--- src/rtl/lsu_pkg.sv ---
`default_nettype none
// ============================================================================
// Module : lsu_pkg
// Brief  : Access-type codes, FSM states and lane helpers for the LSU M-stage
// Rev    : 1.0
// ============================================================================
package lsu_pkg;

  localparam int LSU_XLEN = 64;

  // Load codes use all three funct3 bits
  localparam logic [2:0] RW_LB  = 3'b000;
  localparam logic [2:0] RW_LH  = 3'b001;
  localparam logic [2:0] RW_LW  = 3'b010;
  localparam logic [2:0] RW_LD  = 3'b011;
  localparam logic [2:0] RW_LBU = 3'b100;
  localparam logic [2:0] RW_LHU = 3'b101;
  localparam logic [2:0] RW_LWU = 3'b110;

  // Store codes only look at the size bits
  localparam logic [1:0] RW_SB = 2'b00;
  localparam logic [1:0] RW_SH = 2'b01;
  localparam logic [1:0] RW_SW = 2'b10;
  localparam logic [1:0] RW_SD = 2'b11;

  typedef enum logic [1:0] {
    IDLE = 2'd0,
    REQ  = 2'd1,
    WAIT = 2'd2,
    DONE = 2'd3
  } lsu_state_e;

  function automatic logic [7:0] size_mask(input logic [1:0] sz);
    logic [7:0] m;
    case (sz)
      RW_SB:   m = 8'h01;
      RW_SH:   m = 8'h03;
      RW_SW:   m = 8'h0F;
      default: m = 8'hFF;
    endcase
    return m;
  endfunction

  // Low address bits that must be zero for a naturally aligned access
  function automatic logic [2:0] align_mask(input logic [1:0] sz);
    logic [2:0] m;
    case (sz)
      RW_SB:   m = 3'b000;
      RW_SH:   m = 3'b001;
      RW_SW:   m = 3'b011;
      default: m = 3'b111;
    endcase
    return m;
  endfunction

endpackage
`default_nettype wire

--- src/rtl/lsu_mem_stage_load_align.sv ---
`default_nettype none
// ============================================================================
// Module : lsu_load_align
// Brief  : Shift raw doubleword to the byte offset, truncate, sign/zero extend
// Rev    : 1.0
// ============================================================================
module lsu_load_align
  import lsu_pkg::*;
#(
  parameter int XLEN = LSU_XLEN
) (
  input  logic [XLEN-1:0] i_raw,
  input  logic [2:0]      i_off,
  input  logic [2:0]      i_rw_type,
  output logic [XLEN-1:0] o_data
);

  logic [XLEN-1:0] shifted;

  assign shifted = i_raw >> {i_off, 3'b000};

  always_comb begin
    o_data = shifted;
    case (i_rw_type)
      RW_LB:   o_data = {{(XLEN-8){shifted[7]}},   shifted[7:0]};
      RW_LH:   o_data = {{(XLEN-16){shifted[15]}}, shifted[15:0]};
      RW_LW:   o_data = {{(XLEN-32){shifted[31]}}, shifted[31:0]};
      RW_LBU:  o_data = {{(XLEN-8){1'b0}},         shifted[7:0]};
      RW_LHU:  o_data = {{(XLEN-16){1'b0}},        shifted[15:0]};
      RW_LWU:  o_data = {{(XLEN-32){1'b0}},        shifted[31:0]};
      RW_LD:   o_data = shifted;
      default: o_data = shifted;
    endcase
  end

endmodule
`default_nettype wire

--- src/rtl/lsu_mem_stage.sv ---
`default_nettype none
// ============================================================================
// Module : lsu_mem_stage
// Brief  : M-stage load/store responder on a valid/ready 64-bit data port.
//          Define LSU_POSTED_WRITE_EN to retire stores on request acceptance.
// Rev    : 1.0
// ============================================================================
module lsu_mem_stage
  import lsu_pkg::*;
#(
  parameter int XLEN   = LSU_XLEN,
  parameter int ADDR_W = 64
) (
  input  logic              clk,
  input  logic              rst_n,
  input  logic              memreadM,
  input  logic              memwriteM,
  input  logic [2:0]        RW_typeM,
  input  logic [ADDR_W-1:0] addrM,
  input  logic [XLEN-1:0]   wdataM,
  output logic [XLEN-1:0]   rdataM,
  output logic              stallM,
  output logic              misalignM,
  output logic              dmem_req_valid,
  input  logic              dmem_req_ready,
  output logic              dmem_we,
  output logic [ADDR_W-1:0] dmem_addr,
  output logic [7:0]        dmem_wstrb,
  output logic [XLEN-1:0]   dmem_wdata,
  input  logic              dmem_rsp_valid,
  input  logic [XLEN-1:0]   dmem_rdata
);

  lsu_state_e        state_q, state_d;
  logic [ADDR_W-1:0] addr_q, addr_d;
  logic [2:0]        type_q, type_d;
  logic              we_q, we_d;
  logic [7:0]        wstrb_q, wstrb_d;
  logic [XLEN-1:0]   wdata_q, wdata_d;
  logic [XLEN-1:0]   rdata_q, rdata_d;

  logic              op;
  logic              is_store;
  logic              misaligned;
  logic [7:0]        wstrb_new;
  logic [XLEN-1:0]   wdata_rep;
  logic [XLEN-1:0]   load_data;

  // A simultaneous read and write request is serviced as a read
  assign op         = memreadM | memwriteM;
  assign is_store   = memwriteM & ~memreadM;
  assign misaligned = |(addrM[2:0] & align_mask(RW_typeM[1:0]));
  assign wstrb_new  = size_mask(RW_typeM[1:0]) << addrM[2:0];

  always_comb begin
    wdata_rep = wdataM;
    case (RW_typeM[1:0])
      RW_SB:   wdata_rep = {(XLEN/8){wdataM[7:0]}};
      RW_SH:   wdata_rep = {(XLEN/16){wdataM[15:0]}};
      RW_SW:   wdata_rep = {(XLEN/32){wdataM[31:0]}};
      RW_SD:   wdata_rep = wdataM;
      default: wdata_rep = wdataM;
    endcase
  end

  lsu_load_align #(
    .XLEN(XLEN)
  ) u_load_align (
    .i_raw    (dmem_rdata),
    .i_off    (addr_q[2:0]),
    .i_rw_type(type_q),
    .o_data   (load_data)
  );

  always_ff @(posedge clk) begin
    if (!rst_n) begin
      state_q <= IDLE;
      addr_q  <= '0;
      type_q  <= '0;
      we_q    <= 1'b0;
      wstrb_q <= '0;
      wdata_q <= '0;
      rdata_q <= '0;
    end else begin
      state_q <= state_d;
      addr_q  <= addr_d;
      type_q  <= type_d;
      we_q    <= we_d;
      wstrb_q <= wstrb_d;
      wdata_q <= wdata_d;
      rdata_q <= rdata_d;
    end
  end

  always_comb begin
    state_d   = state_q;
    addr_d    = addr_q;
    type_d    = type_q;
    we_d      = we_q;
    wstrb_d   = wstrb_q;
    wdata_d   = wdata_q;
    rdata_d   = rdata_q;
    misalignM = 1'b0;
    case (state_q)
      IDLE: begin
        if (op) begin
          if (misaligned) begin
            misalignM = 1'b1;
            if (memreadM) begin
              rdata_d = '0;
            end
          end else begin
            addr_d  = addrM;
            type_d  = RW_typeM;
            we_d    = is_store;
            wstrb_d = wstrb_new;
            wdata_d = wdata_rep;
            state_d = REQ;
          end
        end
      end
      REQ: begin
        if (dmem_req_ready) begin
`ifdef LSU_POSTED_WRITE_EN
          state_d = we_q ? DONE : WAIT;
`else
          state_d = WAIT;
`endif
        end
      end
      WAIT: begin
        if (dmem_rsp_valid) begin
          // Store acks leave the last load result untouched
          if (!we_q) begin
            rdata_d = load_data;
          end
          state_d = DONE;
        end
      end
      DONE: begin
        state_d = IDLE;
      end
      default: begin
        state_d = IDLE;
      end
    endcase
  end

  assign stallM         = op & ~misaligned & (state_q != DONE);
  assign rdataM         = rdata_q;
  assign dmem_req_valid = (state_q == REQ);
  assign dmem_we        = we_q;
  assign dmem_addr      = {addr_q[ADDR_W-1:3], 3'b000};
  assign dmem_wstrb     = wstrb_q;
  assign dmem_wdata     = wdata_q;

endmodule
`default_nettype wire
--- config.mk ---
export PLATFORM = sky130hd
export DESIGN_NAME = lsu_mem_stage
export DESIGN_NICKNAME = d
export VERILOG_FILES = /design/src/rtl/lsu_pkg.sv /design/src/rtl/lsu_mem_stage_load_align.sv /design/src/rtl/lsu_mem_stage.sv
export SDC_FILE = /design/constraint.sdc
export NUM_CORES = 1
export LEC_CHECK = 0
export CORE_MARGIN = 10
export CORE_UTILIZATION = 30
export CTS_BUF_LIST = sky130_fd_sc_hd__clkbuf_16
export CTS_CLUSTER_DIAMETER = 80
export DETAILED_ROUTE_END_ITERATION = 10
export PLACE_DENSITY = 0.61
export RECOVER_POWER = 25
export SLEW_MARGIN = 25
export SYNTH_ARGS = -nofsm -noshare
export SYNTH_HDL_FRONTEND = slang
export SYNTH_SLANG_ARGS = --single-unit
--- constraint.sdc ---
create_clock -name clk -period 4.74 [get_ports clk]
set_input_delay 0.948 -clock clk [delete_from_list [all_inputs] [get_ports clk]]
set_output_delay 0.948 -clock clk [all_outputs]
set_load 0.02 [all_outputs]
# == Yosys cells after proc, flatten, opt, wreduce, memory -nomap -nowiden ==
# Index checks and enable logic that the tools add are counted.
# totals
regBits,206
in_bits,201
word_cells,61
# op_classes
n_eq_ne,19
shifts,2
muxes,18
n_bitwise,7
reduce_logical,8
# ops
cell,count
$pmux 64 s6,1
$mux 64,5
$pmux 64 s4,1
$pmux 64 s2,1
$shr 64x6->64,1
$pmux 8 s3,1
$ne 2x2->1 const B,7
$eq 3x3->1 const B,3
$pmux 3 s3,1
$eq 2x2->1 const B,4
$mux 2,4
$pmux 2 s4,1
$shl 8x3->8,1
$reduce_and 6->1,1
$eq 2x1->1 const B,2
$logic_not 2->1,2
$reduce_and 4->1,1
$and 1x1->1,3
$and 3x3->3,1
$eq 3x1->1 const B,1
$eq 3x2->1 const B,1
$logic_not 3->1,1
$mux 1,3
$reduce_and 3->1,1
5 further kinds,6

# == Longest topological paths before layout ==
# logic_depth
word_depth,7
depth_mapped,9
mapped_depth_nobuf,7

# == Cells and area by module ==
# A second synthesis with hierarchy kept.
# hier_totals
hier_cells,1429
area_unflattened_um2,11845.1
# modules_own_cells
module,n_inst,cells_each,area_per_inst_um2,seq_area_each_um2
lsu_mem_stage,1,1136,9506.6,4124.0
lsu_load_align,1,293,2338.5,0.0

# == Worst setup path after synthesis ==
# Ideal clock, no wire load.
# synth_timing
kind,input -> output
startpoint,input RW_typeM[1]
endpoint,output stallM
arrival_ps,1747
t_required_ps,3792
setup_slack_ps,2045
path_stages,4
n_path_buf,1
cell_sequence,buf_2 o21ai_1 o211ai_1 nor2_1
# synth_via
elab_chain_len,7
elab_cells_between_ends,9
cone_classes,2 x eq/ne; 1 x mux; 4 x bitwise; 2 x reduce/logical
# synth_rtl
item,line,source
"start, declared",lsu_mem_stage.sv:18,"input logic [2:0] RW_typeM,"
$eq 2x2->1 (tied with other cells),lsu_pkg.sv:47,case (sz)
$pmux 3 s3 (*),lsu_pkg.sv:47,
$and 3x3->3 (*),lsu_mem_stage.sv:52,assign misaligned = |(addrM[2:0] & align_mask(RW_typeM[1:0]));
$reduce_or 3->1 (*),lsu_mem_stage.sv:52,
$not 1->1 (no line) (*),--,
$and 1x1->1 (*) (2 in a row),lsu_mem_stage.sv:149,assign stallM = op & ~misaligned & (state_q != DONE);
"end, declared",lsu_mem_stage.sv:22,"output logic stallM,"
# Every way passes the cells marked *; elsewhere a longest branch is shown, timed or not.

# == Final worst setup path ==
# layout_timing
startpoint,input addrM[0]
endpoint,output stallM
# layout_via
elab_chain_len,5
# layout_rtl
item,line,source
"start, declared",lsu_mem_stage.sv:19,"input logic [ADDR_W-1:0] addrM,"
$and 3x3->3,lsu_mem_stage.sv:52,
$reduce_or 3->1,lsu_mem_stage.sv:52,
$not 1->1 (no line),--,
$and 1x1->1 (2 in a row),lsu_mem_stage.sv:149,
# Every way passes these cells.

==> impl_results.md <==
* Worst Setup End Kind: output port
* Final Core Density at 44.0%
* Synth cell types at 55
* Total Routing Usage GR at between 10% and 20%
* Post-Syn Area at between 10000 and 15000 um^2
* Seq cells post-synth at ~210
* Share of post-route cells with drive strength above 1 at 6.52%
* # setup viols final at 0
* Initial antenna violation count at 2
* CTS Buf Count at 25
* PwrDens at 429 nW/um^2
* CTS tree: built
* Drt total wl at 44000 um
* FILL cells at 3423
* DRC at 0
* H-tree depth at 1
* # IOs at 405
* Hold slack at ~0.45 ns
* WL/cell at 21.8 um
* Most frequent cells in the layout: 299 x clkdlybuf4s50_1, 225 x nand2_1, 204 x dfxtp_1
* M1 GR Usage at 23.0%
* Grt ovf at 0
* Root Driver: clkbuf_16
* Critical path startpoint category: primary input
* DRT antenna net count at 0
* Buffers on Ports at 401
* Area growth, synth to finish at 44.3%
* Routability Congestion at between 0.8 and 0.9
* Clock share of power at between 20% and 30%
* Die ar. at 43100 um^2
* CTS resizes at 0
* Commonest non-fill, non-tap cell in the layout: clkdlybuf4s50_1
* Fin. Hold Viols at 0
* Clock Sinks at approximately 210
* M2 GR Usage at 32.0%
* Number of DRC markers in iteration 0 at 724
* Period utilisation layout at 89.9%
* Power Total at between 6 and 7 mW
* Largest net degree at the start of global routing at 97
* Min Tclk post-route at between 4 and 5 ns
* WP data required at 3.79 ns
* Ys flop type: dfxtp_1
* Place WS at 0.723 ns
* Setup TNS at 0 ns
* Syn. warnings at 0
* Max-slew violations at 0
* CTS Buffer Depth at 3
* Worst-Skew Late Latency at 0.54 ns
* Asr flop ratio synth at 0%
* Crit path max fanout at 3
* GRT busiest layer: met2
* Leakage at 5.83 nW
* Status: completed
* Cell count after synthesis at 1269
* First-pass GRT wire length at 66400 um
* Worst slew pin tran at around 1.0 ns
* Core area at 34600 um^2
* Initial Util at 30.5%
* Sw power at 2.45 mW
* N_diodes at 0
* Max Cap Viol at 0
* Flop pwr share at 33.0%
* Via-per-instance ratio at ~5
* DPL Wire Length at 32900 um
* Internal at 4.08 mW
* Clock skew at approximately 0.0097 ns
* Critical path class: in2out
* Multi-input combinational cell area at 5490 um^2
* Syn Area/Cell at 8.32 um^2
* Maximum VDD drop at 0.000254 V
* Sequential cell area at roughly 4100 um^2
* Die outline width at roughly 210 um
* Final setup margin at about 0.48 ns
* TritonRoute pass-1 iters at 6
* WP data arrival at around 3.3 ns
* Vias at approximately 10000
* EDFF count, synth at 0
* Vias in the first global route at 10500
* Cts hold-fix bufs at 0
* Hold crit path type: reg2reg
* Core Rows at between 60 and 70
* Sw Share at 37.5%
* Unrepaired setup endpoints after global routing: no
* GR Util met3 at 7.25%
* Fmax at roughly 230 MHz
* Clk pin slew, worst setup/hold paths at 0.06 ns
* Nets@finish at 1752
* Comb power frac at 38.5%
* Sequential-to-total area share from yosys stat at 39.1%
* Die Y at 208 um
* Post-CTS Setup Repair Bufs at 0
* Slew margin rel. at 30.0%
registers in the layout, summed over array words and instances (netlist names):
| signal | flops |
|---|---|
| rdataM | 64 |
| addr_q | 64 |
| state_q | 2 |
| dmem_wstrb | 8 |
| dmem_wdata | 64 |
| type_q | 3 |
| dmem_we | 1 |
area by class of cell:
class                           instances  area share [%]
Clock inverter                         20            1.03
Timing Repair Buffer                  422            27.8
Clock buffer                           25            4.11
Multi-Input combinational cell        883            36.0
Tap cell                              455            3.74
Sequential cell                       206            27.1
Inverter                                9           0.238
final timing paths:
kind,from,to,slack (ns),depth (start not counted)
setup / recovery,addrM[0],stallM,0.48,5
hold / removal,dmem_wstrb[3]$_SDFFE_PN0P_,dmem_wstrb[3]$_SDFFE_PN0P_,0.45,2
setup reg to reg,addr_q[0]$_SDFFE_PN0P_,rdataM[54]$_SDFFE_PN0P_,1.73,6
hold reg to reg,dmem_wstrb[3]$_SDFFE_PN0P_,dmem_wstrb[3]$_SDFFE_PN0P_,0.45,2
critical path, cell delays in order:
cell	delay (ns)
clkdlybuf4s50_1	0.46
o21ai_0	0.77
o211ai_1	0.29
nor2_1	0.19
clkdlybuf4s50_1	0.65
cell families after synthesis:
logic type | count (synthesis) | share of synthesized area [%]
buf+inv | 182 | 9.30
compound gates | 317 | 20.0
simple gates | 441 | 17.6
fa+ha+maj | 4 | 0.474
other cells | 1 | 0.0355
flops | 206 | 39.1
mux | 118 | 13.5
synthesized netlist by cell type, types with 2 or more instances:
| cell type | number | area, um^2 |
|---|---|---|
| mux2i_1 | 85 | 851 |
| mux4_2 | 18 | 405 |
| a2111oi_0 | 2 | 17.5 |
| and2_1 | 10 | 62.6 |
| or4_1 | 2 | 15.0 |
| o21bai_1 | 8 | 60.1 |
| o21ai_1 | 4 | 20.0 |
| a22o_1 | 56 | 490 |
| nand3b_1 | 2 | 15.0 |
| clkbuf_1 | 76 | 285 |
| o2bb2ai_1 | 8 | 70.1 |
| o21ai_0 | 32 | 160 |
| mux2_2 | 14 | 158 |
| a21oi_1 | 124 | 621 |
| nor2b_1 | 17 | 106 |
| inv_1 | 7 | 26.3 |
| buf_6 | 5 | 56.3 |
| nand2_1 | 225 | 845 |
| dfxtp_1 | 206 | 4120 |
| nor2_1 | 118 | 443 |
| nor3_1 | 23 | 115 |
| inv_2 | 2 | 7.51 |
| nor4b_1 | 3 | 26.3 |
| nand2b_1 | 3 | 18.8 |
| buf_4 | 64 | 480 |
| o22ai_1 | 16 | 100 |
| buf_2 | 17 | 85.1 |
| or3_1 | 3 | 18.8 |
| ha_1 | 4 | 50.1 |
| a211oi_1 | 33 | 248 |
| a311oi_1 | 16 | 140 |
| or2_2 | 2 | 12.5 |
| nand3_1 | 26 | 130 |
| o211ai_1 | 6 | 45.0 |
| o2111ai_1 | 2 | 17.5 |
| buf_1 | 11 | 41.3 |
metal layers:
layer	part of all wire [%]	wire (um)
met4	2.0	891
met2	47	20600
met1	41	18100
met3	10	4390
met5	0.055	24
per-stage QoR:
stage | instance area (um^2) | cells
6_report | 15200 | 2020
5_1_grt | 15200 | 2020
4_1_cts | 15200 | 2019
3_5_place_dp | 14400 | 1974
3_3_place_gp | 14400 | 1974
2_1_floorplan | 10600 | 1271
power by group through the flow:
| stage | combinational [mW] | sequential (mW) | clock (mW) |
|---|---|---|---|
| after floorplan | 1.37 | 2.31 | 0 |
| after global routing | 2.72 | 2.19 | 1.98 |
| final | 2.52 | 2.15 | 1.86 |
| after global placement | 2.54 | 2.18 | 0 |
| after CTS | 2.56 | 2.16 | 1.92 |
| after detailed placement | 2.55 | 2.19 | 0 |
No activity file was read; power rests on OpenSTA's default activity.
